--- config.mk ---
export PLATFORM = sky130hd
export DESIGN_NAME = sqrt_rr_scheduler_flat
export DESIGN_NICKNAME = d
export VERILOG_FILES = /design/src/rtl/sqrt_rr_scheduler_pkg.sv /design/src/rtl/sqrt_rr_scheduler_if.sv /design/src/rtl/sqrt_rr_scheduler_arbiter.sv /design/src/rtl/sqrt_rr_scheduler.sv /design/src/flat_wrapper.sv
export SDC_FILE = /design/constraint.sdc
export NUM_CORES = 1
export LEC_CHECK = 0
export BUFFER_PORTS_ARGS = -buffer_cell sky130_fd_sc_hd__clkbuf_2
export CORE_ASPECT_RATIO = 1.75
export CORE_UTILIZATION = 50
export DETAILED_ROUTE_END_ITERATION = 8
export HOLD_SLACK_MARGIN = 0.05
export PLACE_DENSITY_LB_ADDON = 0.3
export SLEW_MARGIN = 20
export SYNTH_ARGS = -nofsm -noshare
export SYNTH_HDL_FRONTEND = slang
export SYNTH_SLANG_ARGS = --single-unit
--- constraint.sdc ---
create_clock -name CLK -period 3.6 [get_ports CLK]
set_input_delay 0 -clock CLK [delete_from_list [all_inputs] [get_ports CLK]]
set_output_delay 0 -clock CLK [all_outputs]
set_load 0.05 [all_outputs]
--- src/rtl/sqrt_rr_scheduler_pkg.sv ---
// Shared types and default constants for the round-robin square-root scheduler.
// Latency: n/a (types only).
// Backpressure: n/a (types only).
package sqrt_sched_pkg;

    typedef enum logic [1:0] {
        IDLE  = 2'd0,
        START = 2'd1,
        WAIT  = 2'd2,
        DONE  = 2'd3
    } sched_state_t;

    localparam int SQRT_LAT_DEF = 40;
    localparam int W_DEF        = 8;

endpackage

--- src/rtl/sqrt_rr_scheduler_if.sv ---
// Request/response and calculator-side signals of the square-root scheduler.
// Latency: n/a (wiring only).
// Backpressure: req_ready is the only flow control; requesters hold req_valid until it is seen.
interface sqrt_rr_scheduler_if #(
    parameter int N_REQ = 4,
    parameter int W     = 8
) ();
    localparam int IW = $clog2(N_REQ);

    logic [N_REQ-1:0]   req_valid;
    logic [N_REQ*W-1:0] req_x;
    logic [N_REQ-1:0]   req_ready;
    logic [N_REQ-1:0]   resp_valid;
    logic [IW-1:0]      resp_id;
    logic [W-1:0]       resp_sqrt;
    logic               busy;
    logic               sq_start;
    logic [W-1:0]       sq_x;
    logic [W-1:0]       sq_result;

    // Scheduler side
    modport slave (
        input  req_valid, req_x, sq_result,
        output req_ready, resp_valid, resp_id, resp_sqrt, busy, sq_start, sq_x
    );

    // Client and calculator side
    modport master (
        output req_valid, req_x, sq_result,
        input  req_ready, resp_valid, resp_id, resp_sqrt, busy, sq_start, sq_x
    );
endinterface

--- src/rtl/sqrt_rr_scheduler_arbiter.sv ---
// Round-robin request picker: first asserted req at or above ptr, wrapping.
// Latency: purely combinational.
// Backpressure: none; the caller decides when the grant is consumed.
module rr_arbiter #(
    parameter  int N_REQ = 4,
    localparam int IW    = $clog2(N_REQ)
) (
    input  logic [N_REQ-1:0] req,
    input  logic [IW-1:0]    ptr,
    output logic [N_REQ-1:0] gnt,
    output logic [IW-1:0]    gnt_id,
    output logic             any
);
    int idx;

    // Scan N_REQ positions starting at ptr; the first hit wins.
    always_comb begin
        gnt    = '0;
        gnt_id = '0;
        any    = 1'b0;
        idx    = 0;
        for (int k = 0; k < N_REQ; k++) begin
            idx = int'(ptr) + k;
            if (idx >= N_REQ) begin
                idx = idx - N_REQ;
            end
            if (!any && req[idx]) begin
                any      = 1'b1;
                gnt[idx] = 1'b1;
                gnt_id   = IW'(idx);
            end
        end
    end
endmodule

--- src/rtl/sqrt_rr_scheduler.sv ---
// Shares one fixed-latency integer square-root unit among N_REQ requesters, round-robin.
// Latency: accept at t, start pulse t+1, response pulse t+2+SQRT_LAT, idle again t+3+SQRT_LAT.
// Backpressure: one operation in flight; other requesters wait (req_ready low) until IDLE.
module sqrt_rr_scheduler
    import sqrt_sched_pkg::*;
#(
    parameter int N_REQ    = 4,
    parameter int W        = W_DEF,
    parameter int SQRT_LAT = SQRT_LAT_DEF
) (
    input  logic               CLK,
    input  logic               Reset,
    sqrt_rr_scheduler_if.slave bus
);
    localparam int IW = $clog2(N_REQ);
    // Wide enough to hold SQRT_LAT-1 even when SQRT_LAT is 1.
    localparam int CW = $clog2(SQRT_LAT + 1);

    sched_state_t     state_q;
    sched_state_t     state_d;
    logic [CW-1:0]    cnt_q;
    logic [IW-1:0]    ptr_q;
    logic [W-1:0]     sq_x_q;
    logic [IW-1:0]    resp_id_q;
    logic [W-1:0]     resp_sqrt_q;

    logic [N_REQ-1:0] gnt;
    logic [IW-1:0]    gnt_id;
    logic             any_req;
    logic [N_REQ-1:0] resp_vld_oh;

    rr_arbiter #(.N_REQ(N_REQ)) u_arb (
        .req    (bus.req_valid),
        .ptr    (ptr_q),
        .gnt    (gnt),
        .gnt_id (gnt_id),
        .any    (any_req)
    );

    // Next-state logic: fixed walk IDLE->START->WAIT(counted)->DONE->IDLE.
    always_comb begin
        state_d = state_q;
        case (state_q)
            IDLE:    if (any_req) state_d = START;
            START:   state_d = WAIT;
            WAIT:    if (cnt_q == '0) state_d = DONE;
            DONE:    state_d = IDLE;
            default: state_d = IDLE;
        endcase
    end

    // State register; reset abandons any in-flight operation.
    always_ff @(posedge CLK) begin
        if (Reset) begin
            state_q <= IDLE;
        end else begin
            state_q <= state_d;
        end
    end

    // Datapath: latch the granted operand/id, run the wait counter, capture the result, advance ptr.
    always_ff @(posedge CLK) begin
        if (Reset) begin
            cnt_q       <= '0;
            ptr_q       <= '0;
            sq_x_q      <= '0;
            resp_id_q   <= '0;
            resp_sqrt_q <= '0;
        end else begin
            case (state_q)
                IDLE: begin
                    if (any_req) begin
                        sq_x_q    <= bus.req_x[int'(gnt_id)*W +: W];
                        resp_id_q <= gnt_id;
                    end
                end
                START: begin
                    cnt_q <= CW'(SQRT_LAT - 1);
                end
                WAIT: begin
                    if (cnt_q == '0) begin
                        resp_sqrt_q <= bus.sq_result;
                    end else begin
                        cnt_q <= cnt_q - CW'(1);
                    end
                end
                DONE: begin
                    ptr_q <= (int'(resp_id_q) == N_REQ - 1) ? '0 : resp_id_q + IW'(1);
                end
                default: ;
            endcase
        end
    end

    // One-hot response strobe towards the requester being answered.
    always_comb begin
        resp_vld_oh = '0;
        if (state_q == DONE && !Reset) begin
            resp_vld_oh[resp_id_q] = 1'b1;
        end
    end

    // Strobes are forced low while Reset is held so nothing leaks out before the state clears.
    assign bus.req_ready  = (state_q == IDLE && !Reset) ? gnt : '0;
    assign bus.sq_start   = (state_q == START) && !Reset;
    assign bus.busy       = (state_q != IDLE) && !Reset;
    assign bus.resp_valid = resp_vld_oh;
    assign bus.resp_id    = resp_id_q;
    assign bus.resp_sqrt  = resp_sqrt_q;
    assign bus.sq_x       = sq_x_q;
endmodule

--- src/flat_wrapper.sv ---
// flat-port wrapper written by rule: the top's interface ports become plain ports
module sqrt_rr_scheduler_flat import sqrt_sched_pkg::*;
#(
    parameter int N_REQ    = 4,
    parameter int W        = W_DEF,
    parameter int SQRT_LAT = SQRT_LAT_DEF
)
  (CLK, Reset, bus_req_valid, bus_req_x, bus_sq_result, bus_req_ready, bus_resp_valid, bus_resp_id, bus_resp_sqrt, bus_busy, bus_sq_start, bus_sq_x);
  sqrt_rr_scheduler_if #(.N_REQ(N_REQ), .W(W)) bus_i ();
  input  logic CLK;
  input  logic Reset;
  input wire logic [$bits(bus_i.req_valid)-1:0] bus_req_valid;
  input wire logic [$bits(bus_i.req_x)-1:0] bus_req_x;
  input wire logic [$bits(bus_i.sq_result)-1:0] bus_sq_result;
  output wire logic [$bits(bus_i.req_ready)-1:0] bus_req_ready;
  output wire logic [$bits(bus_i.resp_valid)-1:0] bus_resp_valid;
  output wire logic [$bits(bus_i.resp_id)-1:0] bus_resp_id;
  output wire logic [$bits(bus_i.resp_sqrt)-1:0] bus_resp_sqrt;
  output wire logic [$bits(bus_i.busy)-1:0] bus_busy;
  output wire logic [$bits(bus_i.sq_start)-1:0] bus_sq_start;
  output wire logic [$bits(bus_i.sq_x)-1:0] bus_sq_x;
  assign bus_i.req_valid = bus_req_valid;
  assign bus_i.req_x = bus_req_x;
  assign bus_i.sq_result = bus_sq_result;
  assign bus_req_ready = bus_i.req_ready;
  assign bus_resp_valid = bus_i.resp_valid;
  assign bus_resp_id = bus_i.resp_id;
  assign bus_resp_sqrt = bus_i.resp_sqrt;
  assign bus_busy = bus_i.busy;
  assign bus_sq_start = bus_i.sq_start;
  assign bus_sq_x = bus_i.sq_x;
  sqrt_rr_scheduler #(.N_REQ(N_REQ), .W(W), .SQRT_LAT(SQRT_LAT)) u_core (.CLK(CLK), .Reset(Reset), .bus(bus_i));
endmodule
Word-level counts from Yosys, hierarchy flattened:

Cells that the tools add are included.

* logic and storage cells: 110
* bits of input ports: 46
* register bits: 28
* output and inout bits: 28

* order comparisons: 14
* $add $sub $neg: 9
* shift operators: 1
* bitwise gates (word level): 3
* mux-type cells: 46
* eq/ne operators: 7
* reductions and logical operators: 24

Operators with widths (number)
* 32-bit by 1-bit >= comparator with 1-bit output (second input constant): 4
* 32-bit by 4-bit less-than comparator with 1-bit output (second input constant): 4
* 32-bit two-way mux: 4
* 32-bit by 6-bit indexed part select with 8-bit output: 1
* 4-bit two-way mux: 6
* 1-bit two-way mux: 17
* 2-bit two-way mux: 7
* 1-bit logical AND: 12
* 4-bit bitwise OR: 3
* 6-bit case mux with 2 select lines: 1
* 3-bit by 3-bit subtractor with 4-bit output (second input constant): 3
* 1-bit demux with 2-bit select: 5
* 3-bit >= comparator (second input constant): 3
* 1-bit binary-select mux with 2-bit select: 4
* 2-bit case mux with 4 select lines: 1
* 2-bit AND reduction: 4
* 2-bit by 2-bit adder with 3-bit output (second input constant): 2
* 6-bit zero test: 1
* 6-bit two-way mux: 1
* 6-bit by 1-bit subtractor with 6-bit output (second input constant): 1
* 2-bit by 1-bit == test with 1-bit output (second input constant): 2
* 2-bit == test (second input constant): 2
* 1-bit zero test: 4
* 2-bit by 1-bit inequality test with 1-bit output (second input constant): 2
* other kinds (9): 10

Longest topological paths before layout:

* depth in word-level cells: 17
* gate-level depth with buffers: 12
* gate-level depth less buffers: 8

By module:

Synthesis repeated with hierarchy kept, for this count alone.

* cells, all modules: 210
* area total of the unflattened synthesis: 1983.2 um^2

Modules (own cells, without submodules)
* sqrt_rr_scheduler: cells an instance 162, instances 1, area an instance 1522.7 um^2
* rr_arbiter: cells an instance 48, instances 1, area an instance 460.4 um^2

Least setup slack after synthesis:

Ideal clock, no wire load.

* path kind: register -> output
* start: reg u_core.ptr_q[0]
* end: out bus_req_ready[0]
* required time: 3.600 ns
* arrival: 3.170 ns
* cell stages (with the launch flop): 12
* buffers on the path: 3
* setup slack: 0.430 ns
* cell sequence: dfxtp_1 > buf_6 > buf_2 > clkinv_1 > ha_1 > mux4_2 > nor2b_1 > buf_2 > a22oi_1 > nor2_1 > a221oi_1 > nor2_1

* cells in the longest elaborated chain, start to end: 16
* elaborated cells on any way between the ends: 64

RTL lines
* from (decl): line sqrt_rr_scheduler.sv:22 `logic [IW-1:0] ptr_q;`
* from (signal assigned): line sqrt_rr_scheduler.sv:88 `ptr_q <= (int'(resp_id_q) == N_REQ - 1) ? '0 : resp_id_q + IW'(1);`
* branches (longest 14 deep; another with 32-bit by 1-bit >= comparator with 1-bit output)
* 4-bit two-way mux *: line sqrt_rr_scheduler_arbiter.sv:27 `if (!any && req[idx]) begin`
* 4-bit two-way mux *: line sqrt_rr_scheduler.sv:104 `assign bus.req_ready = (state_q == IDLE && !Reset) ? gnt : '0;`
* to (decl): line flat_wrapper.sv:15 `output wire logic [$bits(bus_i.req_ready)-1:0] bus_req_ready;`

Every way passes the cells marked *. The select of a mux whose other input is x is not followed.

Worst setup path after layout:

* start: reg u_core.ptr_q[0]
* end: out bus_req_ready[1]

Same word-level chain as after synthesis.

==> metrics.yaml <==
fmax_mhz: 311
drt_iter0_drc: 52
setup_slack_ns: 0.387
powerDensity_nw_per_um2: 705
drt-pass1-iter-count: 4
hold_viol: 0
floorplan.rows: 30
antenna_found_initial: 0
maxSlewViolCount: 0
worst-setup-path-type: "register to output port"
fin_nets: 385
ys_async_sr_fraction_pct: 0
grt_use_total_pct: 25.7
maxCapViolations: 0
synth_edf_count: 0
grt_remaining_overflow: 0
yosys_most_used_dff: "dfxtp_1"
ys_seq_area_share_pct: 26.6
die_x_um: 51.1
vias_per_cell: 5.92
die_area_um2: 4490
synth_area_leaders: "dfxtp_1 27%, ha_1 8.3%, mux2i_1 7.1%"
finClkSkew_ns: 0.00503
wl_um: 5440
io_buffers: 73
critPathCaptureType: "output port"
crit_start: "u_core.ptr_q[0]$_SDFFE_PP0N_"
cp.required_ns: 3.60
cts_sinks: 28
rr_endpoint: "u_core.bus.sq_x[3]$_SDFFE_PP0P_"
pre_cts_ws_ns: 0.469
cp-endpoint: "bus_req_ready[1]"
grt_pass1_vias: 2127
worstSkewPairLatency_ns: 0.28
dp_hpwl_um: 4000
core_um2: 3940
period_share_pct: 89.3
clkTransAtPathRegs_ns: 0.10
utilization_pct: 68.7
grt_pass1_wl_um: 8880
setup_tns_ns: 0
holdCritPathClass: "input pin to register"
rsz0062_at_grt: "false"
route.detailed.drc: 0
start_kind: "register"
antenna_cells: 0
cts_tree: "yes"
die_h_um: 87.9
io_pins: 74
critPathArrivalTime_ns: 3.21
synth_cell_types: 48
clockRootBuffer: "clkbuf_8"
rrSetupSlack_ns: 0.43
grt_max_degree: 26
numCtsBuffers: 3
yosysTopAreaCell: "dfxtp_1"
vias: 2203
place.gp.congestion: 0.934
worstMarginPinSlew_ns: 0.831
wire_per_inst_um: 14.6
syn-instance-count: 248
status: "finished clean"
syn_area_um2: 2110
yosysWarningCount: 0
maxSlewHeadroom_pct: 44.4
drive_above_1_share_pct: 27.8
ir_drop_mv: 0.440
synth-seq-cells: 28
p_leak_nw: 1.20
start_util_pct: 53.5
r2r-start: "u_core.ptr_q[0]$_SDFFE_PP0N_"
setup_violations: 0
period_needed_ns: 3.21
ff2ff_path_depth: 8
ant_nets: 0
yosys.area.top_type_share_pct: 26.6
synth_nets: 308
post_cts_buffers: 0
cp_max_fo: 11
htreeDepth: 1
avgSynthCellArea_um2: 8.51
area_growth_pct: 28.4
cts.path.max_buffers: 2
[repair_timing]
| action | 4_1_cts | 5_1_grt |
|---|---|---|
| gates resized for setup | 0 | 0 |
| hold buffers | 12 | 0 |
| endpoints found under the hold margin | 12 | 0 |
[stage by stage]
stage / hold slack, ns / instance area, um^2 / cells / total power (W)
final: 0.0517 / 2710 / 372 / 0.00191
after global routing: 0.0607 / 2710 / 372 / 0.00205
after CTS: 0.0527 / 2710 / 372 / 0.00191
after detailed placement: 0.248 / 2530 / 356 / 0.00170
after global placement: 0.239 / 2530 / 356 / 0.00168
after floorplan: 0.139 / 2110 / 248 / 0.00140
[power by group]
group	leakage, nW	internal, W	switching [W]
sequential	0.230	0.000414	0.0000764
combinational	0.939	0.000441	0.000777
clock	0.0288	0.0000981	0.000103
[placed cells by master (no fill, tap or decap), types with 2 or more instances in the layout]
cell            n
a22oi_1         9
inv_1           8
ha_1           14
a21o_1          2
o21ai_0        13
nand3_1         8
mux4_2          3
o21ai_1         2
and2_1         10
a211oi_1        2
nor2b_1         6
a21oi_1        11
dfxtp_1        28
clkbuf_2       69
buf_4           4
buf_12          4
xnor2_1         2
nor4_1          4
a221oi_1       17
o21a_1          3
mux2_2          2
mux2i_1        15
dlygate4sd3_1  12
nor2_1         20
nand2_1        17
clkbuf_8        4
nor3b_1         2
nor3_1          4
nand2b_1        7
o2111a_1        3
[critical path, cell delays in order, from the launching register on]
cell,delay [ns]
dfxtp_1,0.34
clkinv_1,0.23
ha_1,0.58
mux4_2,0.64
nor2b_1,0.28
buf_4,0.23
a22oi_1,0.10
nor2_1,0.10
a221oi_1,0.06
nor2_1,0.21
buf_12,0.17
[logic make-up after synthesis]
group,synth area share (%)
xor gates and xnor gates,1.25
DFF,26.6
and+or+nand+nor,20.0
adders and majority gates,8.30
muxes,11.4
AOI/OAI and AO/OA,26.6
buffers and inverters,5.93
[worst min-delay path by stage]
stage	endpoint	from	slack (ns)	depth (start not counted)
global placement	u_core.bus.resp_sqrt[2]$_SDFFE_PP0P_	bus_sq_result[2]	0.24	3
finish	u_core.bus.sq_x[2]$_SDFFE_PP0P_	bus_req_x[18]	0.05	3
detailed placement	u_core.bus.resp_sqrt[4]$_SDFFE_PP0P_	bus_sq_result[4]	0.25	3
floorplan	u_core.bus.sq_x[6]$_SDFFE_PP0P_	bus_req_x[14]	0.14	2
CTS	u_core.bus.sq_x[2]$_SDFFE_PP0P_	bus_req_x[18]	0.05	3
global route	u_core.bus.sq_x[2]$_SDFFE_PP0P_	bus_req_x[18]	0.06	3
[final cells by class]
| cell class | instances | area [um^2] |
|---|---|---|
| multi-input cells | 194 | 1420 |
| repair buffers | 89 | 576 |
| clock buffers | 4 | 55.1 |
| fillers | 346 | 1230 |
| flip-flops and latches | 28 | 561 |
| inverters | 9 | 33.8 |
| well taps | 48 | 60.1 |
[routing by layer]
metal	routed length [um]	GRT usage (%)	share of wire, %	vias to the layer above
met5	0	0	0	-
met4	74	10.4	1.4	0
met3	275	2.60	5.1	8
met2	3140	53.1	58	87
met1	1950	24.3	36	1035
li1	-	-	-	1073
[synthesized netlist by cell type, types with 2 or more instances]
master     n
mux2_2     2
o2111a_1   3
a22oi_1    9
nor3b_1    2
o21ai_0   13
mux2i_1   15
a21o_1     2
inv_1      8
o21ai_1    2
nand2b_1   7
ha_1      14
o21a_1     3
a221oi_1  17
nand2_1   17
nor4_1     4
nor2b_1    6
buf_2      4
nand3_1    8
buf_6      3
a211oi_1   2
clkbuf_1   9
and2_1    10
dfxtp_1   28
xnor2_1    2
nor3_1     4
a21oi_1   11
nor2_1    20
mux4_2     3
[sequential cells by signal, indices dropped and copies added, names as in the netlist]
signal                cells
u_core.bus.resp_id        2
u_core.bus.resp_sqrt      8
u_core.bus.sq_x           8
u_core.cnt_q              6
u_core.ptr_q              2
u_core.state_q            2
Power figures use the tool's default switching activity.
